## config.mk

```make
export PLATFORM = sky130hd
export DESIGN_NAME = seq_pattern_detector
export DESIGN_NICKNAME = d
export VERILOG_FILES = /design/src/rtl/seq_pattern_detector.sv
export SDC_FILE = /design/constraint.sdc
export NUM_CORES = 1
export LEC_CHECK = 0
export ABC_AREA = 1
export CAP_MARGIN = 0
export CORE_UTILIZATION = 35
export DETAILED_ROUTE_END_ITERATION = 12
export GPL_ROUTABILITY_DRIVEN = 1
export PLACE_DENSITY = 0.56
export REMOVE_ABC_BUFFERS = 1
export SYNTH_ARGS = -nofsm -noshare
export SYNTH_HDL_FRONTEND = slang
export SYNTH_SLANG_ARGS = --single-unit
```

## constraint.sdc

```tcl
create_clock -name clk -period 1.3 [get_ports clk]
set_input_delay 0.195 -clock clk [delete_from_list [all_inputs] [get_ports clk]]
set_output_delay 0.195 -clock clk [all_outputs]
set_load 0.05 [all_outputs]
```

## src/rtl/seq_pattern_detector.sv

```systemverilog
// Serial pattern detector: matches a programmable PAT_W-bit pattern on a 1-bit
// stream with overlap control, a sample qualifier and a saturating match counter.
module seq_pattern_detector #(
  parameter int PAT_W = 4,   // legal range 2..16
  parameter int CNT_W = 8
) (
  input  logic             clk,
  input  logic             rst,
  input  logic             en,
  input  logic             x_in,
  input  logic             pat_load,
  input  logic [PAT_W-1:0] pattern_in,
  input  logic             overlap,
  input  logic             clear_cnt,
  output logic             y_out,
  output logic [CNT_W-1:0] match_cnt,
  output logic             cnt_sat
);

  localparam int FILL_W = $clog2(PAT_W);
  localparam logic [FILL_W-1:0] FILL_FULL = FILL_W'(PAT_W - 1);
  localparam logic [CNT_W-1:0]  CNT_MAX   = '1;
  localparam logic [CNT_W-1:0]  CNT_PRE   = CNT_MAX - 1'b1;

  logic [PAT_W-1:0]  pattern_reg, pattern_next;
  logic [PAT_W-2:0]  hist_reg, hist_next;
  logic [FILL_W-1:0] fill_reg, fill_next;
  logic [CNT_W-1:0]  match_cnt_reg, match_cnt_next;
  logic              cnt_sat_reg, cnt_sat_next;

  logic              accept;
  logic              match;
  logic [PAT_W-1:0]  cand;
  logic [PAT_W-1:0]  bit_eq;

  // Oldest history bit lands in the MSB; the live bit lines up with pattern[0].
  assign cand   = {hist_reg, x_in};
  assign accept = en & ~pat_load;

  for (genvar gi = 0; gi < PAT_W; gi++) begin : g_cmp
    assign bit_eq[gi] = cand[gi] ~^ pattern_reg[gi];
  end

  // State register
  always_ff @(posedge clk or posedge rst) begin
    if (rst) begin
      pattern_reg   <= '1;
      hist_reg      <= '0;
      fill_reg      <= '0;
      match_cnt_reg <= '0;
      cnt_sat_reg   <= 1'b0;
    end else begin
      pattern_reg   <= pattern_next;
      hist_reg      <= hist_next;
      fill_reg      <= fill_next;
      match_cnt_reg <= match_cnt_next;
      cnt_sat_reg   <= cnt_sat_next;
    end
  end

  // Next-state logic
  always_comb begin
    pattern_next   = pattern_reg;
    hist_next      = hist_reg;
    fill_next      = fill_reg;
    match_cnt_next = match_cnt_reg;
    cnt_sat_next   = cnt_sat_reg;

    if (pat_load) begin
      pattern_next = pattern_in;
      hist_next    = '0;
      fill_next    = '0;
    end else if (accept) begin
      if (match && !overlap) begin
        // Non-overlapping: the next match must be built from fresh bits.
        hist_next = '0;
        fill_next = '0;
      end else begin
        hist_next = cand[PAT_W-2:0];
        if (fill_reg != FILL_FULL) begin
          fill_next = fill_reg + 1'b1;
        end
      end
    end

    if (clear_cnt) begin
      match_cnt_next = '0;
      cnt_sat_next   = 1'b0;
    end else if (match && (match_cnt_reg != CNT_MAX)) begin
      match_cnt_next = match_cnt_reg + 1'b1;
      if (match_cnt_reg == CNT_PRE) begin
        cnt_sat_next = 1'b1;
      end
    end
  end

  // Output logic (Mealy)
  always_comb begin
    match = accept & (fill_reg == FILL_FULL) & (&bit_eq);
    y_out = match & ~rst;
  end

  assign match_cnt = match_cnt_reg;
  assign cnt_sat   = cnt_sat_reg;

endmodule

```

==> flow_metrics.py, run 1 <==
metrics = {
    "synth": {
        "synthAdderAreaFrac_pct": 3.601,
        "netlist_area_sq_um": 1042,
        "netlist_top_cells_area": "dfrtp_1 (34%), nand2_1 (18%), dfstp_2 (10%), inv_1 (5.4%), nand3_1 (5.3%)",
        "ys_seq_elements": 18,
        "muxShareOfSynthArea_pct": 0,
        "synth.yosys.seq_area_share_pct": 43.70,
        "syn-instance-count": 136,
        "synth_area_per_cell_sq_um": 7.664,
        "ys_async_sr_fraction_pct": 100.0,
        "yosys_warnings": 0,
        "synth_compound_area_share_pct": 4.322,
        "synthTopCellsByCount": "nand2_1 (49), inv_1 (15), dfrtp_1 (14)",
        "synth_edf_count": 0,
        "synthXorXnorAreaFrac_pct": 5.882,
        "synthSimpleGateAreaFrac_pct": 34.09,
        "synth_most_common_cell": "nand2_1",
        "yosys.area.top_type": "dfrtp_1",
        "synth_top_family_by_area": "simple AND/OR/NAND/NOR gates",
        "netlist.area_leader.share_pct": 33.61,
        "synthFlopType": "dfrtp_1",
        "synth_cell_type_count": 22,
    },
    "cells_and_area": {
        "diodes": 0,
        "largest_register_ffs": 8,
        "synthToLayoutAreaGrowth_pct": 66.75,
        "nNetsFinal": 202,
        "drive_gt1_share_pct": 42.78,
        "finalNonFillerCells": 218,
        "design_area_sq_um": 1738,
    },
    "pwr": {
        "power_density_nw_per_um2": 793.5,
        "p_leak_nw": 0.8514,
        "vdd_drop_max_v": 0.0005884,
    },
    "placement": {
        "post_dp_cell_area_sq_um": 1531,
        "hpwl_mm": 1.715,
        "place_ws_ps": -420.7,
        "port_buffers": 20,
        "dp_cells": 207,
        "gp_congestion": 0.7522,
    },
    "setup_path": {
        "start_kind": "flip-flop",
        "crit_type": "flip-flop to primary output",
        "worst_ep_required_time_ps": 1110,
        "reg2reg_from": "fill_reg[1]$_DFFE_PP0P_",
        "rrSetupSlack_ps": -460,
        "path_max_fanout": 2,
        "critPathArrivalTime_ps": 1650,
        "endpoint_kind": "primary output",
        "timing.rr.end": "match_cnt[0]$_DFFE_PP0P_",
        "r2r.worst_path.cells": 13,
    },
    "route": {
        "ant_nets": 0,
        "drt_first_iter_violations": 22,
        "drc": 0,
        "drt-vias-per-instance": 4.619,
        "drt_pre_antenna_iters": 4,
        "drt-total-wl_mm": 2.634,
        "drt-wirelength-per-cell_um": 12.08,
        "num_vias": 1007,
    },
    "outcome": {
        "status": "complete, but fails checks",
        "violations": "negative setup slack",
    },
    "die": {
        "ios": 21,
        "coreArea_sq_um": 2781,
        "die_w_um": 56.57,
        "dieHeight_um": 56.57,
        "rows": 19,
        "dieArea_sq_um": 3200,
        "initial_utilization_pct": 37.47,
    },
    "sta": {
        "rsz0062_at_grt": "true",
        "fin_crit_sh_pct": 142.2,
        "setup_ws_ps": -549.0,
        "slew_headroom_pct": 80.63,
        "slew_viol_final": 0,
        "fmaxAchievable_mhz": 540.8,
        "hold_violations": 0,
        "setup_viol": 15,
        "skew_ps": 6.462,
        "min_period_ps": 1849,
        "tightest_slew_ps": 290.2,
    },
    "cts": {
        "path_clk_slew_ps": 110,
        "cts.path.max_buffers": 2,
        "cts_buffers": 3,
        "cts_root_buffer": "clkbuf_4",
        "postCtsHoldBufs": 0,
        "cts_tree": "yes",
        "clock-sinks": 18,
        "clk_latency_ps": 300,
        "htree_levels": 1,
    },
    "global_route": {
        "gr-total-overflow": 0,
        "grtUsageTotal_pct": 16.75,
        "antenna_found_initial": 0,
        "grt_pass1_wl_mm": 4.174,
        "grt_pass1_vias": 1000,
        "grt_max_degree": 19,
    },
    "flow_run": {
        "cap_violations": 0,
    },
    "worst_hold_path": {
        "hp-class": "input pin to async pin",
    },
}
worst max path at each step:
stage	startpoint	end	slack [ps]	cells after the start
finish	fill_reg[1]$_DFFE_PP0P_	y_out	-550	9
global route	fill_reg[1]$_DFFE_PP0P_	y_out	-650	9
CTS	pattern_reg[1]$_DFFE_PP1P_	y_out	-510	8
detailed placement	en	y_out	-420	9
global placement	en	y_out	-420	9
floorplan	fill_reg[0]$_DFFE_PP0P_	y_out	-520	8
cell type report:
type	instances	area, sq um
Multi-Input combinational cell	100	603.1
Clock buffer	4	36.28
Inverter	18	80.08
Fill cell	244	1044
Tap cell	31	38.79
Sequential cell	18	456.7
Timing Repair Buffer	47	523.0
report_power, final:
group	internal (mW)	switching, mW	total (mW)
clock	0.171	0.188	0.358
sequential	0.605	0.0264	0.632
combinational	0.186	0.203	0.389
total	0.962	0.417	1.38
metal layers:
metal / GRT usage, % / up-vias / share of wire (%)
li1: - / 514 / -
met1: 22.58 / 467 / 45
met2: 27.23 / 22 / 49
met3: 2.304 / 4 / 4.1
met4: 6.272 / 0 / 1.0
met5: 0 / - / 0
per-stage QoR:
stage | power (mW) | setup TNS (ps) | util (%) | hold slack, ps
2_1_floorplan | 0.7951 | -3844 | - | 130.7
3_3_place_gp | 0.9680 | -4102 | 55.06 | 461.3
3_5_place_dp | 0.9758 | -4193 | 55.06 | 470.6
4_1_cts | 1.354 | -3996 | 57.85 | 309.1
5_1_grt | 1.450 | -6954 | 62.48 | 339.2
6_report | 1.379 | -5384 | 62.48 | 293.3
timing repair:
item / in CTS / in global routing
buffers inserted: 4 / 3
endpoints found under the setup margin: 15 / 16
pin swaps: 4 / 11
endpoints found under the hold margin: 0 / 0
cloned: 0 / 1
gates resized for setup: 8 / 27
cell families (layout without fill, tap and decap cells):
kind of cell    count (synthesis)  count (layout)
compound gates                  9               9
fa+ha+maj                       3               3
buf+inv                        19              69
xor+xnor                        7               7
flops                          18              18
simple gates                   80              81
cell usage in the layout (no fill, tap or decap), types with 3 or more instances in the layout:
cell and instances:
nand2_1 39, o21ai_0 3, inv_2 5, xor2_1 6
dfstp_2 4, nor2_1 8, nand2_4 3, buf_4 24
nand3_1 8, clkbuf_4 3, nand2_2 9, dfrtp_1 13
inv_1 12, nor2_2 5, o21ai_1 4, buf_12 11
clkdlybuf4s50_1 10
worst max-delay path, stage by stage, from the launching register on:
cell     delay [ps]
dfrtp_1         390
ha_2            190
nand2_1          60
nor2_2           70
nand2_1          60
nor2_2          140
and2_4          170
inv_2            40
nor2_4           90
buf_12          140
Note: power is estimated with default switching activity, not from simulation.
==> run 2, diff against run 1 <==
TNS_END_PERCENT = 10   (was not set)
==> run 2 against run 1 <==
Effect of this change: the flow still finishes with violations (negative setup slack); first-iteration DRC count rose by 45%; combinational power fell by 5.7%; critical endpoint unchanged; critical path type unchanged; total power is 1.5% lower; setup slack better by 37 ps.
==> flow_metrics.py, run 2 (same netlist as run 1, synthesis figures left out) <==
metrics = {
    "sta": {
        "min_period_ps": 1812,
        "skew_ps": 8.548,
        "rsz0062_at_grt": "true",
        "slew_viol_final": 0,
        "tightest_slew_ps": 244.1,
        "slew_headroom_pct": 83.73,
        "setup_tns_ps": -4067,
        "hold_violations": 0,
        "setup_ws_ps": -512.0,
        "fmaxAchievable_mhz": 551.9,
        "fin_crit_sh_pct": 139.4,
        "finalHoldWorstSlack_ps": 289.8,
        "setup_viol": 15,
    },
    "pwr": {
        "swShare_pct": 29.51,
        "power_density_nw_per_um2": 825.0,
        "p_int_mw": 0.9575,
        "sequentialPowerShare_pct": 46.3,
        "combPwrFrac_pct": 27.0,
        "power_frac_clock_pct": 26.6,
        "p_leak_nw": 0.8196,
        "vdd_drop_max_v": 0.0005873,
        "power.switching_mw": 0.4008,
    },
    "cells_and_area": {
        "largest_register_ffs": 8,
        "diodes": 0,
        "design_area_sq_um": 1647,
        "final_util_pct": 59.20,
        "multiInputGateArea_sq_um": 539.3,
        "layout_commonest_cell": "nand2_1",
        "nNetsFinal": 200,
        "final_cell_mix": "nand2_1 (46), buf_4 (26), inv_1 (13), dfrtp_1 (13)",
        "drive_gt1_share_pct": 36.22,
        "seq_area_sq_um": 456.7,
        "fillCellCount": 251,
        "synthToLayoutAreaGrowth_pct": 57.98,
    },
    "cts": {
        "cts.path.max_buffers": 2,
        "clock-sinks": 18,
        "path_clk_slew_ps": 120,
        "htree_levels": 1,
        "cts_root_buffer": "clkbuf_4",
        "clk_latency_ps": 300,
        "cts_tree": "yes",
        "cts_buffers": 3,
    },
    "route": {
        "ant_nets": 0,
        "drt-vias-per-instance": 4.546,
        "drt_first_iter_violations": 32,
        "drt-wirelength-per-cell_um": 10.85,
        "drt_pre_antenna_iters": 4,
        "num_vias": 982,
        "drc": 0,
        "drt-total-wl_mm": 2.343,
    },
    "die": {
        "initial_utilization_pct": 37.47,
        "dieHeight_um": 56.57,
        "ios": 21,
        "rows": 19,
        "coreArea_sq_um": 2781,
        "dieArea_sq_um": 3200,
        "die_w_um": 56.57,
    },
    "global_route": {
        "grt_pass1_vias": 999,
        "gr-total-overflow": 0,
        "grtUsageTotal_pct": 16.75,
        "grt_max_degree": 19,
        "antenna_found_initial": 0,
        "grt_pass1_wl_mm": 4.181,
    },
    "setup_path": {
        "reg2reg_from": "pattern_reg[2]$_DFFE_PP1P_",
        "path_max_fanout": 2,
        "crit_buf_inv": 2,
        "crit_type": "flip-flop to primary output",
        "start_kind": "flip-flop",
        "cpMaxStageDelayCell": "dfrtp_1",
        "path_cells": "ha_2 -> nand2_1 -> nor2_2 -> nand2_1 -> nor2_2 -> and2_4 -> inv_2 -> nor2_4 -> buf_12",
        "worst_ep_required_time_ps": 1110,
        "endpoint_kind": "primary output",
        "max_stage_delay_ps": 380,
        "crit_family": "simple AND/OR/NAND/NOR gates",
        "crit_start": "fill_reg[1]$_DFFE_PP0P_",
        "critPathArrivalTime_ps": 1620,
    },
    "worst_hold_path": {
        "hp-class": "input pin to async pin",
    },
    "placement": {
        "hpwl_mm": 1.715,
        "gp_congestion": 0.7522,
        "port_buffers": 20,
        "post_dp_cell_area_sq_um": 1531,
    },
    "outcome": {
        "violations": "negative setup slack",
        "status": "complete, but fails checks",
    },
    "flow_run": {
        "cap_violations": 0,
    },
}
[run 2: changes by cell type in the layout (fill, tap and decap cells not counted), sizes merged]
cell	previous run	this run
nand2	53	52
buf	37	36
[run 2: worst register-to-register path, cell delays in order, from the launching register on]
cell     delay [ps]
dfstp_2         550
inv_1            60
o21ai_2         120
nor2_2           60
buf_4           130
buf_4           120
nand3_2          70
nand2_2          70
buf_4           150
nor2_1           80
nand3_1          70
nand2_1          70
[run 2: repair_timing]
item,4_1_cts,5_1_grt
resized for setup,8,11
endpoints found under the hold margin,0,0
hold buffers,0,0
buffers inserted,4,1
pin swaps,3,4
endpoints found under the setup margin,15,16
[run 2: worst paths after layout]
path,end,cells after the start,slack (ps)
max,y_out,9,-510
min,fill_reg[0]$_DFFE_PP0P_,3,290
max reg2reg,fill_reg[1]$_DFFE_PP0P_,11,-310
min reg2reg,pattern_reg[0]$_DFFE_PP1P_,2,480
max in group asynchronous,pattern_reg[2]$_DFFE_PP1P_,3,740
min in group clk,pattern_reg[0]$_DFFE_PP1P_,3,400
[run 2: layout make-up]
class,count,share of cell area (%)
Multi-Input combinational cell,99,32.75
Tap cell,31,2.356
Clock buffer,4,2.204
Inverter,18,4.863
Sequential cell,18,27.74
Timing Repair Buffer,46,30.09
[run 2: routing by layer]
| metal | up-vias | part of all wire, % | track usage (%) |
|---|---|---|---|
| met2 | 16 | 45 | 27.23 |
| li1 | 511 | - | - |
| met1 | 450 | 50 | 22.58 |
| met3 | 5 | 3.5 | 2.304 |
| met5 | - | 0 | 0 |
| met4 | 0 | 1.4 | 6.272 |
[run 2: through the flow]
step / std cells / power [mW] / setup WS (ps)
5_1_grt: 216 / 1.430 / -628.8
6_report: 216 / 1.358 / -512.0
3_3_place_gp: 207 / 0.9680 / -423.3
2_1_floorplan: 135 / 0.7951 / -523.5
4_1_cts: 215 / 1.354 / -506.0
3_5_place_dp: 207 / 0.9758 / -420.7
[run 2: power by group through the flow]
stage	combinational [mW]	clock, mW	sequential [mW]
2_1_floorplan	0.114	0	0.681
3_3_place_gp	0.331	0	0.637
3_5_place_dp	0.337	0	0.639
4_1_cts	0.358	0.367	0.629
5_1_grt	0.402	0.393	0.636
6_report	0.367	0.362	0.630
